## src/rtl/mtimer_wb_pkg.sv

```systemverilog
// Shared platform constants for the machine timer slave.
// Register offsets, reset values and bus request bundle.
package mtimer_wb_pkg;

  localparam int MAIN_WB_AW = 30;
  localparam int MAIN_WB_DW = 32;

  localparam int MAIN_XBAR_MTIMER_SLAVE_IDX = 3;

  localparam logic [31:0] MTIMER_BASE_ADDR = 32'hA000_0000;
  localparam logic [31:0] MTIMER_MASK      = 32'hFFFF_FFF0;

  localparam logic [1:0] MTIMER_MTIME_LO_OFF    = 2'd0;
  localparam logic [1:0] MTIMER_MTIME_HI_OFF    = 2'd1;
  localparam logic [1:0] MTIMER_MTIMECMP_LO_OFF = 2'd2;
  localparam logic [1:0] MTIMER_MTIMECMP_HI_OFF = 2'd3;

  localparam int MTIMER_PRESCALE = 1;

  localparam logic [63:0] MTIMECMP_RST = 64'hFFFF_FFFF_FFFF_FFFF;

  typedef struct packed {
    logic        rd;
    logic        wr;
    logic [1:0]  off;
    logic [3:0]  sel;
    logic [31:0] dat;
  } mtimer_req_t;

endpackage

```

## src/rtl/mtimer_wb_tick_gen.sv

```systemverilog
// Prescale counter for the machine timer.
// Emits a one-cycle tick every PRESCALE clocks.
module mtimer_tick_gen
  import mtimer_wb_pkg::*;
#(
  parameter int PRESCALE = MTIMER_PRESCALE
) (
  input  logic clk_i,
  input  logic rst_i,
  output logic tick_o
);

  localparam int CW = (PRESCALE > 1) ? $clog2(PRESCALE) : 1;
  localparam logic [CW-1:0] LAST = CW'(PRESCALE - 1);

  logic [CW-1:0] cnt_q;
  logic [CW-1:0] cnt_d;

  assign tick_o = (cnt_q == LAST);

  // Wrap to zero on the tick, else count up.
  always_comb begin
    cnt_d = cnt_q + 1'b1;
    if (tick_o) begin
      cnt_d = '0;
    end
  end

  // Counter register.
  always_ff @(posedge clk_i or posedge rst_i) begin
    if (rst_i) begin
      cnt_q <= '0;
    end else begin
      cnt_q <= cnt_d;
    end
  end

endmodule

```

## src/rtl/mtimer_wb.sv

```systemverilog
// RISC-V machine timer (mtime/mtimecmp) Wishbone slave.
// Level MTIP output, byte-granular writes, registered reads.
module mtimer_wb
  import mtimer_wb_pkg::*;
#(
  parameter int          AW           = MAIN_WB_AW,
  parameter int          DW           = MAIN_WB_DW,
  parameter int          PRESCALE     = MTIMER_PRESCALE,
  parameter logic [63:0] MTIMECMP_RST = mtimer_wb_pkg::MTIMECMP_RST
) (
  input  logic          clk_i,
  input  logic          rst_i,
  input  logic          wb_cyc_i,
  input  logic          wb_stb_i,
  input  logic          wb_we_i,
  input  logic [AW-1:0] wb_addr_i,
  input  logic [DW/8-1:0] wb_sel_i,
  input  logic [DW-1:0] wb_dat_i,
  output logic [DW-1:0] wb_dat_o,
  output logic          wb_ack_o,
  output logic          wb_stall_o,
  output logic          timer_irq_o
);

  function automatic logic [31:0] merge(
    input logic [31:0] old,
    input logic [31:0] dat,
    input logic [3:0]  sel
  );
    logic [31:0] r;
    r = old;
    for (int b = 0; b < 4; b++) begin
      if (sel[b]) begin
        r[b*8 +: 8] = dat[b*8 +: 8];
      end
    end
    return r;
  endfunction

  mtimer_req_t req;
  logic        tick;
  logic        unused_addr;

  logic [63:0] mtime_q;
  logic [63:0] mtime_d;
  logic [63:0] mtimecmp_q;
  logic [63:0] mtimecmp_d;
  logic [31:0] dat_q;
  logic [31:0] dat_d;
  logic [31:0] rd_word;
  logic        ack_q;
  logic        irq_q;

  assign unused_addr = ^wb_addr_i[AW-1:2];

  assign req.rd  = wb_cyc_i & wb_stb_i & ~wb_we_i;
  assign req.wr  = wb_cyc_i & wb_stb_i & wb_we_i;
  assign req.off = wb_addr_i[1:0];
  assign req.sel = wb_sel_i[3:0];
  assign req.dat = wb_dat_i[31:0];

  mtimer_tick_gen #(
    .PRESCALE(PRESCALE)
  ) u_tick (
    .clk_i (clk_i),
    .rst_i (rst_i),
    .tick_o(tick)
  );

  // Select the addressed word from the current register values.
  always_comb begin
    rd_word = mtime_q[31:0];
    unique case (req.off)
      MTIMER_MTIME_LO_OFF:    rd_word = mtime_q[31:0];
      MTIMER_MTIME_HI_OFF:    rd_word = mtime_q[63:32];
      MTIMER_MTIMECMP_LO_OFF: rd_word = mtimecmp_q[31:0];
      MTIMER_MTIMECMP_HI_OFF: rd_word = mtimecmp_q[63:32];
      default:                rd_word = mtime_q[31:0];
    endcase
  end

  // mtime: bus write beats the tick, otherwise 64-bit increment.
  always_comb begin
    mtime_d = mtime_q;
    if (req.wr && req.off == MTIMER_MTIME_LO_OFF) begin
      mtime_d[31:0] = merge(mtime_q[31:0], req.dat, req.sel);
    end else if (req.wr && req.off == MTIMER_MTIME_HI_OFF) begin
      mtime_d[63:32] = merge(mtime_q[63:32], req.dat, req.sel);
    end else if (tick) begin
      mtime_d = mtime_q + 64'd1;
    end
  end

  // mtimecmp: only bus writes change it.
  always_comb begin
    mtimecmp_d = mtimecmp_q;
    if (req.wr && req.off == MTIMER_MTIMECMP_LO_OFF) begin
      mtimecmp_d[31:0] = merge(mtimecmp_q[31:0], req.dat, req.sel);
    end else if (req.wr && req.off == MTIMER_MTIMECMP_HI_OFF) begin
      mtimecmp_d[63:32] = merge(mtimecmp_q[63:32], req.dat, req.sel);
    end
  end

  // Read data is captured on the accept edge and held otherwise.
  always_comb begin
    dat_d = dat_q;
    if (req.rd) begin
      dat_d = rd_word;
    end
  end

  // Timer state, bus response and interrupt registers.
  always_ff @(posedge clk_i or posedge rst_i) begin
    if (rst_i) begin
      mtime_q    <= '0;
      mtimecmp_q <= MTIMECMP_RST;
      dat_q      <= '0;
      ack_q      <= 1'b0;
      irq_q      <= 1'b0;
    end else begin
      mtime_q    <= mtime_d;
      mtimecmp_q <= mtimecmp_d;
      dat_q      <= dat_d;
      ack_q      <= wb_cyc_i & wb_stb_i;
      irq_q      <= (mtime_q >= mtimecmp_q);
    end
  end

  assign wb_dat_o    = DW'(dat_q);
  assign wb_ack_o    = ack_q;
  assign wb_stall_o  = 1'b0;
  assign timer_irq_o = irq_q;

endmodule

```

## config.mk

```make
export PLATFORM = sky130hd
export DESIGN_NAME = mtimer_wb
export DESIGN_NICKNAME = d
export VERILOG_FILES = /design/src/rtl/mtimer_wb_pkg.sv /design/src/rtl/mtimer_wb_tick_gen.sv /design/src/rtl/mtimer_wb.sv
export SDC_FILE = /design/constraint.sdc
export NUM_CORES = 1
export LEC_CHECK = 0
export BUFFER_PORTS_ARGS = -buffer_cell sky130_fd_sc_hd__buf_4
export CORE_MARGIN = 2
export CORE_UTILIZATION = 29
export CTS_CLUSTER_DIAMETER = 200
export DETAILED_ROUTE_END_ITERATION = 10
export HOLD_SLACK_MARGIN = 0.15
export SLEW_MARGIN = 0
export SYNTH_ARGS = -nofsm -noshare
export SYNTH_HDL_FRONTEND = slang
export SYNTH_SLANG_ARGS = --single-unit
```

## constraint.sdc

```tcl
create_clock -name clk_i -period 4.12 [get_ports clk_i]
set_input_delay 0 -clock clk_i [delete_from_list [all_inputs] [get_ports clk_i]]
set_output_delay 0 -clock clk_i [all_outputs]
set_load 0.005 [all_outputs]
```

==> summary.txt, run 1 <==
Status
  – Result of the run: complete, no violations

Run
  – Max-capacitance violation count: 0

Critical path
  – Library cell contributing the largest single delay on the critical path: sky130_fd_sc_hd__nand2_2
  – Maximum fanout encountered on the critical timing path: 64
  – Launching element of the worst setup path: wb_stb_i
  – R2r startpoint: mtime_q[1]
  – Kind of end point of the critical path: flop
  – Worst stage delay on the critical path: 0.91 ns
  – Data arrival, critical path: 3.39 ns
  – Critical path class: input pin to flop
  – Required time worst endpoint: 4.49 ns
  – Startpoint Class: input pin
  – Critical-path cell list: dlygate4sd3_1 -> buf_4 -> and3_1 -> nor2b_1 -> nand2_2 -> nand2_1 -> o22ai_1 -> a21oi_1

Timing
  – Final clock skew: 0.0110 ns
  – Sum of negative setup slack: 0 ns
  – Unrepaired setup endpoints after global routing: no
  – Count of endpoints failing setup in the final report: 0
  – Worst slew margin relative to its limit: 0.257
  – Final-report hold violation count: 0
  – Fin. max-slew vios: 0
  – Final min period: 3.02 ns
  – Final period utilization: 0.734
  – Crit path setup slack, layout: 1.10 ns
  – Transition at the pin with the smallest max-transition slack: 1.11 ns
  – Timing-limited maximum frequency: 331 MHz

Routing
  – Detailed-route wire length per cell: 18.7 um
  – Via count normalized by instance count: 5.32
  – Number of nets with antenna violations after routing: 0
  – Overall via count from detail_route: 8632
  – 1st-pass router iterations: 5
  – DRC marker count from the first detailed-route iteration: 687
  – DRC violation count after routing: 0
  – Post-detailed-routing wire length: 30300 um

Floorplan
  – Initial core utilization: 0.294
  – Area of the core region: 34500 sq um
  – # IOs: 106
  – Floorplan die area: 36600 sq um
  – Die W: 191 um
  – Chip height: 191 um
  – Number of standard-cell rows in the floorplan: 68

Cells and area
  – Area grow syn2layout: 20.5%
  – Number of fill cells: 3604
  – Layout cell share with drive strength beyond 1: 0.260
  – Number of non-filler instances in the completed layout: 1622
  – Count of antenna diodes in the layout: 0
  – Number of nets in the layout: 1290

Synth
  – Flip-flop and latch count after synthesis: 162
  – Number of distinct library cells after synthesis: 67
  – Synthesized Nets: 1185
  – Proportion of register bits with asynchronous set or reset after synthesis: 1.00
  – Syn Area/Cell: 9.69 sq um
  – Netlist Area Pre-Place: 10200 sq um
  – Predominant post-synthesis flop cell: sky130_fd_sc_hd__dfrtp_1
  – Count of flip-flops with a built-in enable after synthesis: 0
  – Portion of the post-synthesis area used by sequential elements: 0.407
  – Cell count after synthesis: 1049
  – Number of synthesis warnings: 0

Pwr
  – Power share of the sequential group: 0.427
  – Total power: 6.07 mW
  – Cell area power density: 496 nW/um^2
  – P_int: 3.96 mW
  – Fraction of power spent switching nets: 0.348
  – Leakage power figure: 5.15 nW
  – Maximum vdd drop: 0.295 mV
  – Clock power frac: 0.263
  – Relative contribution of combinational cells to total power: 0.311
  – Switching component of the power: 2.11 mW

Placed design
  – Hpwl dp: 21500 um
  – Dpl ws: 1.19 ns
  – Number of I/O port buffers: 76
  – Placed cell count: 1547
  – Global placement routability congestion: 0.835

CTS
  – Max Root-Sink Buffers: 2
  – Post-CTS clock slew at the launch and capture registers of the worst setup and hold paths: 0.07 ns
  – Number of sinks on the clock net: 162
  – CTS tree: yes
  – Total clock buffers created by CTS: 17
  – Count of cells resized by post-cts repair: 0
  – Clock Latency Late Sink: 0.45 ns
  – Post-CTS repair timing setup buffer count: 0
  – Root cell of the clock tree: sky130_fd_sc_hd__clkbuf_16
  – Number of H-tree levels: 4

GRT
  – Pin count of the biggest net entering global routing: 163
  – Global-route wire length before repair: 47900 um
  – Overflow left after global routing: 0
  – Via count of the first global-routing pass: 8553
  – Global routing usage summed across all routing layers: 0.170
  – Antenna violations before repair: 0

Hold path
  – Worst min-delay path category: input pin to flop
  – Hold path startpoint: wb_addr_i[0]
[what timing repair did]
action / 4_1_cts / 5_1_grt
endpoints found under the setup margin: 0 / 0
hold endpoints to repair: 227 / 0
hold buffers: 43 / 0
[stage by stage]
stage	hold slack (ns)	utilization	instance area (sq um)
floorplan	0.109	-	10200
global placement	0.249	0.325	11200
detailed placement	0.264	0.325	11200
CTS	0.287	0.354	12200
global route	0.348	0.354	12200
finish	0.331	0.354	12200
[cells by family (layout without fill, tap and decap cells)]
family,Yosys count,in the layout,share of synthesized area
compound gates,287,287,0.165
fa+ha+maj,65,65,0.0800
buf+inv,116,234,0.0440
flops,162,162,0.407
mux,97,97,0.143
other cells,1,1,0.000369
simple gates,321,321,0.160
[synthesized netlist by cell type, types with 4 or more instances]
| cell | count | share of area |
|---|---|---|
| sky130_fd_sc_hd__a21oi_1 | 121 | 0.060 |
| sky130_fd_sc_hd__nand2_1 | 113 | 0.042 |
| sky130_fd_sc_hd__dfrtp_1 | 98 | 0.24 |
| sky130_fd_sc_hd__inv_1 | 70 | 0.026 |
| sky130_fd_sc_hd__o21ai_0 | 70 | 0.034 |
| sky130_fd_sc_hd__ha_1 | 65 | 0.080 |
| sky130_fd_sc_hd__mux2_2 | 65 | 0.072 |
| sky130_fd_sc_hd__dfstp_2 | 64 | 0.17 |
| sky130_fd_sc_hd__nor2_1 | 61 | 0.023 |
| sky130_fd_sc_hd__nand3_1 | 43 | 0.021 |
| sky130_fd_sc_hd__clkbuf_1 | 33 | 0.012 |
| sky130_fd_sc_hd__mux4_2 | 31 | 0.069 |
| sky130_fd_sc_hd__nand4_1 | 26 | 0.016 |
| sky130_fd_sc_hd__o22ai_1 | 23 | 0.014 |
| sky130_fd_sc_hd__nor3_1 | 18 | 0.0089 |
| sky130_fd_sc_hd__o22a_1 | 16 | 0.014 |
| sky130_fd_sc_hd__a21o_1 | 12 | 0.0089 |
| sky130_fd_sc_hd__a31oi_1 | 12 | 0.0074 |
| sky130_fd_sc_hd__and3_1 | 10 | 0.0062 |
| sky130_fd_sc_hd__and2_1 | 7 | 0.0043 |
| sky130_fd_sc_hd__buf_1 | 7 | 0.0026 |
| sky130_fd_sc_hd__and4_1 | 6 | 0.0052 |
| sky130_fd_sc_hd__nor4_1 | 6 | 0.0037 |
| sky130_fd_sc_hd__nor3b_1 | 4 | 0.0030 |
| sky130_fd_sc_hd__o21a_1 | 4 | 0.0030 |
[power groups by stage]
stage	logic [mW]	clock network (mW)	registers [mW]
6_report	1.89	1.59	2.59
5_1_grt	2.13	1.71	2.66
4_1_cts	1.90	1.64	2.59
3_5_place_dp	1.86	0	2.61
3_3_place_gp	1.81	0	2.59
2_1_floorplan	1.27	0	2.45
[final cells by class]
type | instances | area [sq um] | share of cell area
clock buffers | 20 | 457 | 0.0373
well taps | 455 | 569 | 0.0465
repair buffers | 131 | 1100 | 0.0901
multi-input cells | 771 | 5590 | 0.456
inverters | 71 | 270 | 0.0221
flip-flops and latches | 162 | 4130 | 0.338
clock inverters | 12 | 123 | 0.0100
[worst max-delay path, delay by kind of cell]
kind	cells	cell delay (ns)
and+or+nand+nor	4	2.42
buffers and inverters	2	0.62
AOI/OAI and AO/OA	2	0.33
[state kept, by name, indices dropped and copies added (netlist names)]
| register | flops |
|---|---|
| mtime_q | 64 |
| mtimecmp_q | 64 |
| wb_dat_o | 32 |
| timer_irq_o | 1 |
| wb_ack_o | 1 |
[routing by layer]
| metal | vias up | wire length, um | GRT usage |
|---|---|---|---|
| li1 | 4082 | - | - |
| met1 | 4252 | 13400 | 0.223 |
| met4 | 0 | 674 | 0.0571 |
| met2 | 254 | 14600 | 0.282 |
| met3 | 44 | 1590 | 0.0297 |
| met5 | - | 0 | 0 |
[layout by cell type (no fill, tap or decap), types with 4 or more instances in the layout]
master                          Yosys  routed
sky130_fd_sc_hd__a21o_1            12      12
sky130_fd_sc_hd__a21oi_1          121     121
sky130_fd_sc_hd__a31oi_1           12      12
sky130_fd_sc_hd__and2_1             7       7
sky130_fd_sc_hd__and3_1            10      10
sky130_fd_sc_hd__and4_1             6       6
sky130_fd_sc_hd__buf_4              2      87
sky130_fd_sc_hd__clkbuf_16          0      17
sky130_fd_sc_hd__clkinvlp_4         0       4
sky130_fd_sc_hd__dfrtp_1           98      98
sky130_fd_sc_hd__dfstp_2           64      64
sky130_fd_sc_hd__dlygate4sd3_1      0      43
sky130_fd_sc_hd__ha_1              65      65
sky130_fd_sc_hd__inv_1             70      69
sky130_fd_sc_hd__inv_6              0       5
sky130_fd_sc_hd__mux2_2            65      65
sky130_fd_sc_hd__mux4_2            31      31
sky130_fd_sc_hd__nand2_1          113     111
sky130_fd_sc_hd__nand3_1           43      43
sky130_fd_sc_hd__nand4_1           26      26
sky130_fd_sc_hd__nor2_1            61      61
sky130_fd_sc_hd__nor3_1            18      18
sky130_fd_sc_hd__nor3b_1            4       4
sky130_fd_sc_hd__nor4_1             6       6
sky130_fd_sc_hd__o21a_1             4       4
sky130_fd_sc_hd__o21ai_0           70      70
sky130_fd_sc_hd__o22a_1            16      16
sky130_fd_sc_hd__o22ai_1           23      23
[worst paths after layout]
kind / end / slack, ns / cells past startpoint
setup / recovery: mtime_q[62] / 1.10 / 8
hold / removal: mtime_q[0] / 0.33 / 5
setup reg to reg: mtime_q[54] / 1.10 / 8
hold reg to reg: wb_dat_o[17] / 0.51 / 1
max in group asynchronous: wb_dat_o[20] / 3.00 / 4
min in group asynchronous: wb_dat_o[13] / 0.35 / 4
No activity file was read; power rests on OpenSTA's default activity.
==> run 2: changes to the inputs <==
Clock period 4.12 ns to 2.7 ns, I/O delays scaled along.
==> run 2 against run 1 <==
Against the previous run:
- wire length rose by 4.8%
- total power rose by 59%
- critical path depth rose by 1
- first-iteration DRC count rose by 2.5%
- combinational power rose by 68%
- setup slack got worse by 1.0 ns
- critical endpoint is now timer_irq_o
- core utilization rose by 1.5 points
- sequential share of layout area fell by 1.4 points
- count of clock-buffer cells in the layout did not move
- final cell count rose by 3.9%
==> summary.txt, run 2 (synthesized netlist as in run 1, its figures left out) <==
Status
  – Result of the run: complete, no violations

Run
  – Max-capacitance violation count: 0

Critical path
  – Startpoint Class: flop
  – Launching element of the worst setup path: mtimecmp_q[37]
  – Library cell contributing the largest single delay on the critical path: sky130_fd_sc_hd__dfstp_2
  – Critical-path cell list: inv_1 -> ha_1 -> a21oi_1 -> o21ai_1 -> a221o_1 -> a211o_1 -> o21ai_1 -> a21oi_1 -> or4_1
  – Kind of cell with the highest combined delay on the critical path: compound AO/OA/AOI/OAI gates
  – Data arrival, critical path: 2.94 ns
  – Maximum fanout encountered on the critical timing path: 3
  – Worst Path Buf+Inv: 1
  – Worst R2R Setup Slack: 0.07 ns
  – Worst stage delay on the critical path: 0.55 ns
  – Required time worst endpoint: 3.01 ns
  – R2r startpoint: mtimecmp_q[37]
  – Worst r2r path cells: 9
  – Critical path class: flop to flop
  – Critical register-to-register path endpoint: timer_irq_o
  – Kind of end point of the critical path: flop

Pwr
  – Cell area power density: 755 nW/um^2
  – Leakage power figure: 5.46 nW
  – Maximum vdd drop: 0.438 mV
  – Total power: 9.64 mW

Timing
  – Unrepaired setup endpoints after global routing: yes
  – Crit path setup slack, layout: 0.0688 ns
  – Timing-limited maximum frequency: 380 MHz
  – Fin. max-slew vios: 0
  – Final-report hold violation count: 0
  – Sum of negative setup slack: 0 ns
  – Count of endpoints failing setup in the final report: 0
  – Final period utilization: 0.975
  – Transition at the pin with the smallest max-transition slack: 1.08 ns
  – Worst slew margin relative to its limit: 0.278
  – Final min period: 2.63 ns
  – Final clock skew: 0.0109 ns
  – Worst-case hold slack: 0.227 ns

GRT
  – Via count of the first global-routing pass: 8827
  – Overflow left after global routing: 0
  – Global-route wire length before repair: 49700 um
  – Antenna violations before repair: 0
  – Pin count of the biggest net entering global routing: 58
  – Global routing usage summed across all routing layers: 0.177

Floorplan
  – # IOs: 106
  – Die W: 191 um
  – Chip height: 191 um
  – Initial core utilization: 0.294
  – Area of the core region: 34500 sq um
  – Number of standard-cell rows in the floorplan: 68
  – Floorplan die area: 36600 sq um

Cells and area
  – Most used cells in the layout excluding fill and tap cells: sky130_fd_sc_hd__buf_4, sky130_fd_sc_hd__a21oi_1, sky130_fd_sc_hd__nand2_1
  – Post-route cell area: 12800 sq um
  – Count of antenna diodes in the layout: 0
  – Layout cell share with drive strength beyond 1: 0.300
  – Number of nets in the layout: 1354
  – Number of non-filler instances in the completed layout: 1686
  – Number of fill cells: 3529
  – Leading cell type in the layout, fill and taps excluded: sky130_fd_sc_hd__buf_4
  – Area grow syn2layout: 25.7%
  – Final core occ: 0.370

CTS
  – Number of sinks on the clock net: 162
  – Clock Latency Late Sink: 0.44 ns
  – Max Root-Sink Buffers: 2
  – Root cell of the clock tree: sky130_fd_sc_hd__clkbuf_16
  – Number of H-tree levels: 4
  – CTS tree: yes
  – Post-CTS clock slew at the launch and capture registers of the worst setup and hold paths: 0.07 ns
  – Total clock buffers created by CTS: 17

Placed design
  – Total placed instance area: 11700 sq um
  – Hpwl dp: 23900 um
  – Placed cell count: 1611
  – Dpl ws: 0.00711 ns
  – Number of I/O port buffers: 76
  – Global placement routability congestion: 0.901

Routing
  – Via count normalized by instance count: 5.31
  – Met2 wire len: 15500 um
  – Post-detailed-routing wire length: 31800 um
  – Routed wire length on met3: 1670 um
  – Detailed-route wire length per cell: 18.8 um
  – Number of nets with antenna violations after routing: 0
  – DRC violation count after routing: 0
  – Overall via count from detail_route: 8951
  – 1st-pass router iterations: 5
  – DRC marker count from the first detailed-route iteration: 704
  – Met1 layer wirelength in the final routing: 14000 um
  – Top routing layer in use: met4

Hold path
  – Worst min-delay path category: input pin to asynchronous set/reset pin
-- run 2: worst min-delay path: stages --
cell and delay (ns):
sky130_fd_sc_hd__dlygate4sd3_1 0.54, sky130_fd_sc_hd__buf_4 0.14, sky130_fd_sc_hd__clkinvlp_4 0.42
-- run 2: cell type report --
class	instances	area (sq um)	share of cell area
Tap cell	455	569	0.0446
Clock inverter	12	184	0.0144
Sequential cell	162	4140	0.324
Multi-Input combinational cell	771	5600	0.438
Timing Repair Buffer	195	1580	0.124
Inverter	71	270	0.0212
Clock buffer	20	437	0.0342
-- run 2: power breakdown --
group,switching [mW],total (mW),internal (mW)
combinational,1.57,3.18,1.62
clock,1.05,2.60,1.55
sequential,0.631,3.86,3.23
-- run 2: worst max-delay path by stage --
stage,end,slack [ns],depth (start not counted)
2_1_floorplan,timer_irq_o,0.32,9
4_1_cts,timer_irq_o,0.04,9
3_5_place_dp,timer_irq_o,0.007,9
5_1_grt,timer_irq_o,-0.03,9
6_report,timer_irq_o,0.07,9
3_3_place_gp,timer_irq_o,0.03,9
-- run 2: timing repair --
item                                   4_1_cts  5_1_grt
buffers inserted                             0        0
pin swaps                                    0        0
setup endpoints to repair                    1        3
hold buffers                                43        0
endpoints found under the hold margin      156        0
gates resized for setup                      1        4
-- run 2: layer usage --
layer,vias to the layer above,GRT usage
met5,-,0
met4,0,0.0556
met3,46,0.0244
met2,293,0.293
met1,4400,0.240
li1,4212,-
==> run 3: changes to the inputs <==
Settings changed: ABC_AREA set to 1.
==> run 3 against run 2 <==
Against the previous run:
- total power rose by 1.9%
- core utilization shrank 1.6 points
- clock power is 2% lower
- synthesized cell count is 49% higher
- clock skew grew 0.0036 ns
- first-iteration DRC count increased by 34%
- sequential cell count did not move
- via count grew 23%
- final cell count is 31% higher
- critical path depth increased by 3
- sequential share of layout area shrank 1.1 points
- critical endpoint is now mtimecmp_q[17]
==> summary.txt, run 3 <==
Timing
  – Count of endpoints failing setup in the final report: 0
  – Final clock skew: 0.0145 ns
  – Sum of negative setup slack: 0 ns
  – Transition at the pin with the smallest max-transition slack: 1.02 ns
  – Final period utilization: 0.892
  – Final-report hold violation count: 0
  – Worst slew margin relative to its limit: 0.320
  – Fin. max-slew vios: 0
  – Worst-case hold slack: 0.161 ns
  – Timing-limited maximum frequency: 415 MHz
  – Crit path setup slack, layout: 0.291 ns
  – Unrepaired setup endpoints after global routing: no
  – Final min period: 2.41 ns

Pwr
  – Clock power frac: 0.258
  – Maximum vdd drop: 0.433 mV
  – Fraction of power spent switching nets: 0.400
  – Relative contribution of combinational cells to total power: 0.336
  – P_int: 5.89 mW
  – Power share of the sequential group: 0.406
  – Cell area power density: 742 nW/um^2
  – Leakage power figure: 5.88 nW
  – Switching component of the power: 3.93 mW

Cells and area
  – Area grow syn2layout: 20.8%
  – Most used cells in the layout excluding fill and tap cells: sky130_fd_sc_hd__nand2_1, sky130_fd_sc_hd__inv_1, sky130_fd_sc_hd__o21ai_0
  – Area of the multi-input gates: 5960 sq um
  – Count of antenna diodes in the layout: 0
  – Leading cell type in the layout, fill and taps excluded: sky130_fd_sc_hd__nand2_1
  – Area taken by flip-flops and latches: 4130 sq um
  – Layout cell share with drive strength beyond 1: 0.137
  – Final core occ: 0.354
  – Number of fill cells: 4034
  – Number of nets in the layout: 1819

Floorplan
  – # IOs: 106
  – Number of standard-cell rows in the floorplan: 71
  – Die W: 198 um
  – Floorplan die area: 39300 sq um
  – Initial core utilization: 0.293
  – Area of the core region: 37400 sq um
  – Chip height: 198 um

Routing
  – Overall via count from detail_route: 11000
  – Via count normalized by instance count: 4.98
  – Number of nets with antenna violations after routing: 0
  – 1st-pass router iterations: 5
  – Detailed-route wire length per cell: 17.5 um
  – DRC marker count from the first detailed-route iteration: 943
  – Post-detailed-routing wire length: 38700 um
  – DRC violation count after routing: 0

Critical path
  – Kind of end point of the critical path: flop
  – Maximum fanout encountered on the critical timing path: 16
  – Critical path class: input pin to flop
  – Required time worst endpoint: 3.08 ns
  – Data arrival, critical path: 2.79 ns
  – Startpoint Class: input pin

Synth
  – Syn Area/Cell: 6.99 sq um
  – Proportion of register bits with asynchronous set or reset after synthesis: 1.00
  – Predominant post-synthesis flop cell: sky130_fd_sc_hd__dfrtp_1
  – Synthesized Nets: 1703
  – Count of flip-flops with a built-in enable after synthesis: 0
  – Cell with the most instances after synthesis: sky130_fd_sc_hd__nand2_1
  – Cell count after synthesis: 1567
  – Netlist Area Pre-Place: 11000 sq um
  – Portion of the post-synthesis area used by sequential elements: 0.377
  – Number of synthesis warnings: 0
  – Cells taking the most area after synthesis: sky130_fd_sc_hd__dfrtp_1, sky130_fd_sc_hd__nand2_1, sky130_fd_sc_hd__dfstp_2, sky130_fd_sc_hd__ha_1, sky130_fd_sc_hd__o21ai_0
  – Number of distinct library cells after synthesis: 40
  – Flip-flop and latch count after synthesis: 162
  – Cell type with the largest total area after synthesis: sky130_fd_sc_hd__dfrtp_1
  – Commonest cells post-synth: sky130_fd_sc_hd__nand2_1, sky130_fd_sc_hd__inv_1, sky130_fd_sc_hd__o21ai_0
  – Area share of the leading cell type in the synthesized netlist: 0.224

GRT
  – Met2 usage: 0.335
  – Global-route wire length before repair: 61200 um
  – Via count of the first global-routing pass: 10600
  – GRT met3 Usage: 0.0307
  – Pin count of the biggest net entering global routing: 45
  – Most crowded layer after global routing: met2
  – Met1 Usage GRT: 0.281
  – Global routing usage summed across all routing layers: 0.206
  – Antenna violations before repair: 0
  – Overflow left after global routing: 0

CTS
  – Post-CTS repair timing setup buffer count: 0
  – Total clock buffers created by CTS: 17
  – Clock Latency Late Sink: 0.46 ns
  – Number of sinks on the clock net: 162
  – Number of H-tree levels: 4
  – CTS tree: yes
  – Post-CTS clock slew at the launch and capture registers of the worst setup and hold paths: 0.07 ns
  – Root cell of the clock tree: sky130_fd_sc_hd__clkbuf_16
  – Max Root-Sink Buffers: 2

Placed design
  – Dpl ws: 0.533 ns
  – Global placement routability congestion: 1.00
  – Number of I/O port buffers: 76
  – Hpwl dp: 30500 um

Hold path
  – Worst min-delay path category: input pin to flop

Run
  – Max-capacitance violation count: 0

Status
  – Result of the run: complete, no violations
run 3: cell types whose count changed after synthesis, moves of 14 or more:
cell | before | now
sky130_fd_sc_hd__o21ai_0 | 70 | 162
sky130_fd_sc_hd__mux4_2 | 31 | 0
sky130_fd_sc_hd__a21oi_1 | 121 | 87
sky130_fd_sc_hd__nand2_1 | 113 | 498
sky130_fd_sc_hd__nor3_1 | 18 | 1
sky130_fd_sc_hd__mux2_2 | 65 | 0
sky130_fd_sc_hd__inv_1 | 70 | 167
sky130_fd_sc_hd__nor2_1 | 61 | 161
sky130_fd_sc_hd__nand3_1 | 43 | 57
sky130_fd_sc_hd__o21ai_1 | 3 | 17
sky130_fd_sc_hd__o22a_1 | 16 | 0
sky130_fd_sc_hd__a221oi_1 | 0 | 32
run 3: timing repair:
action	CTS	global route
hold buffers	44	0
endpoints found under the setup margin	0	1
resized for setup	0	1
hold endpoints to repair	157	0
run 3: per-layer routing:
layer	vias to the layer above	wire length (um)	share of wire
met1	5213	18000	0.47
met2	352	17700	0.46
met3	45	2040	0.053
li1	5387	-	-
met5	-	0	0
met4	0	908	0.023
run 3: path summary, 6_finish.rpt:
kind | start | endpoint | slack, ns | depth (start not counted)
min in group asynchronous | rst_i | wb_dat_o[12] | 0.34 | 3
max reg2reg | mtime_q[1] | mtime_q[54] | 0.43 | 10
max | wb_stb_i | mtimecmp_q[17] | 0.29 | 12
min | wb_cyc_i | wb_dat_o[2] | 0.16 | 6
min reg2reg | mtimecmp_q[15] | mtimecmp_q[15] | 0.47 | 2
max in group asynchronous | rst_i | mtimecmp_q[35] | 1.51 | 4
run 3: worst max-delay path, stage by stage:
cell and delay, ns:
sky130_fd_sc_hd__dlygate4sd3_1 0.52, sky130_fd_sc_hd__buf_4 0.10, sky130_fd_sc_hd__nand2_1 0.06, sky130_fd_sc_hd__dlygate4sd3_1 0.57, sky130_fd_sc_hd__inv_2 0.09, sky130_fd_sc_hd__nand2_1 0.09
sky130_fd_sc_hd__nor2_2 0.33, sky130_fd_sc_hd__nand2_1 0.11, sky130_fd_sc_hd__buf_4 0.21, sky130_fd_sc_hd__nand2_1 0.08, sky130_fd_sc_hd__o21ai_0 0.06, sky130_fd_sc_hd__dlygate4sd3_1 0.56
run 3: power by group through the flow:
stage / clock, mW / combinational (mW) / sequential [mW]
after global routing: 2.70 / 3.81 / 4.09
after detailed placement: 0 / 3.23 / 4.01
final: 2.54 / 3.30 / 3.99
after floorplan: 0 / 2.19 / 3.72
after global placement: 0 / 3.16 / 3.99
after CTS: 2.59 / 3.31 / 3.97
run 3: final cells by class:
class                      instances  area share
sequential                       162       0.312
multi-input combinational       1182       0.450
timing repair buffer             145      0.0934
inverter                         175      0.0501
tap                              511      0.0483
clock buffer                      17      0.0322
clock inverter                    15      0.0130
run 3: logic make-up after synthesis:
family	after synthesis	share of synthesized area
DFF	162	0.377
other	1	0.000342
and+or+nand+nor	750	0.275
adders and majority gates	65	0.0742
buffers and inverters	223	0.0798
AOI/OAI and AO/OA	348	0.179
xor gates and xnor gates	18	0.0144
run 3: stage by stage:
step | cell area [sq um] | total power, mW | instances
6_report | 13200 | 9.82 | 2207
5_1_grt | 13200 | 10.6 | 2207
4_1_cts | 13200 | 9.87 | 2207
3_5_place_dp | 12200 | 7.24 | 2131
3_3_place_gp | 12200 | 7.15 | 2131
2_1_floorplan | 11000 | 5.91 | 1567
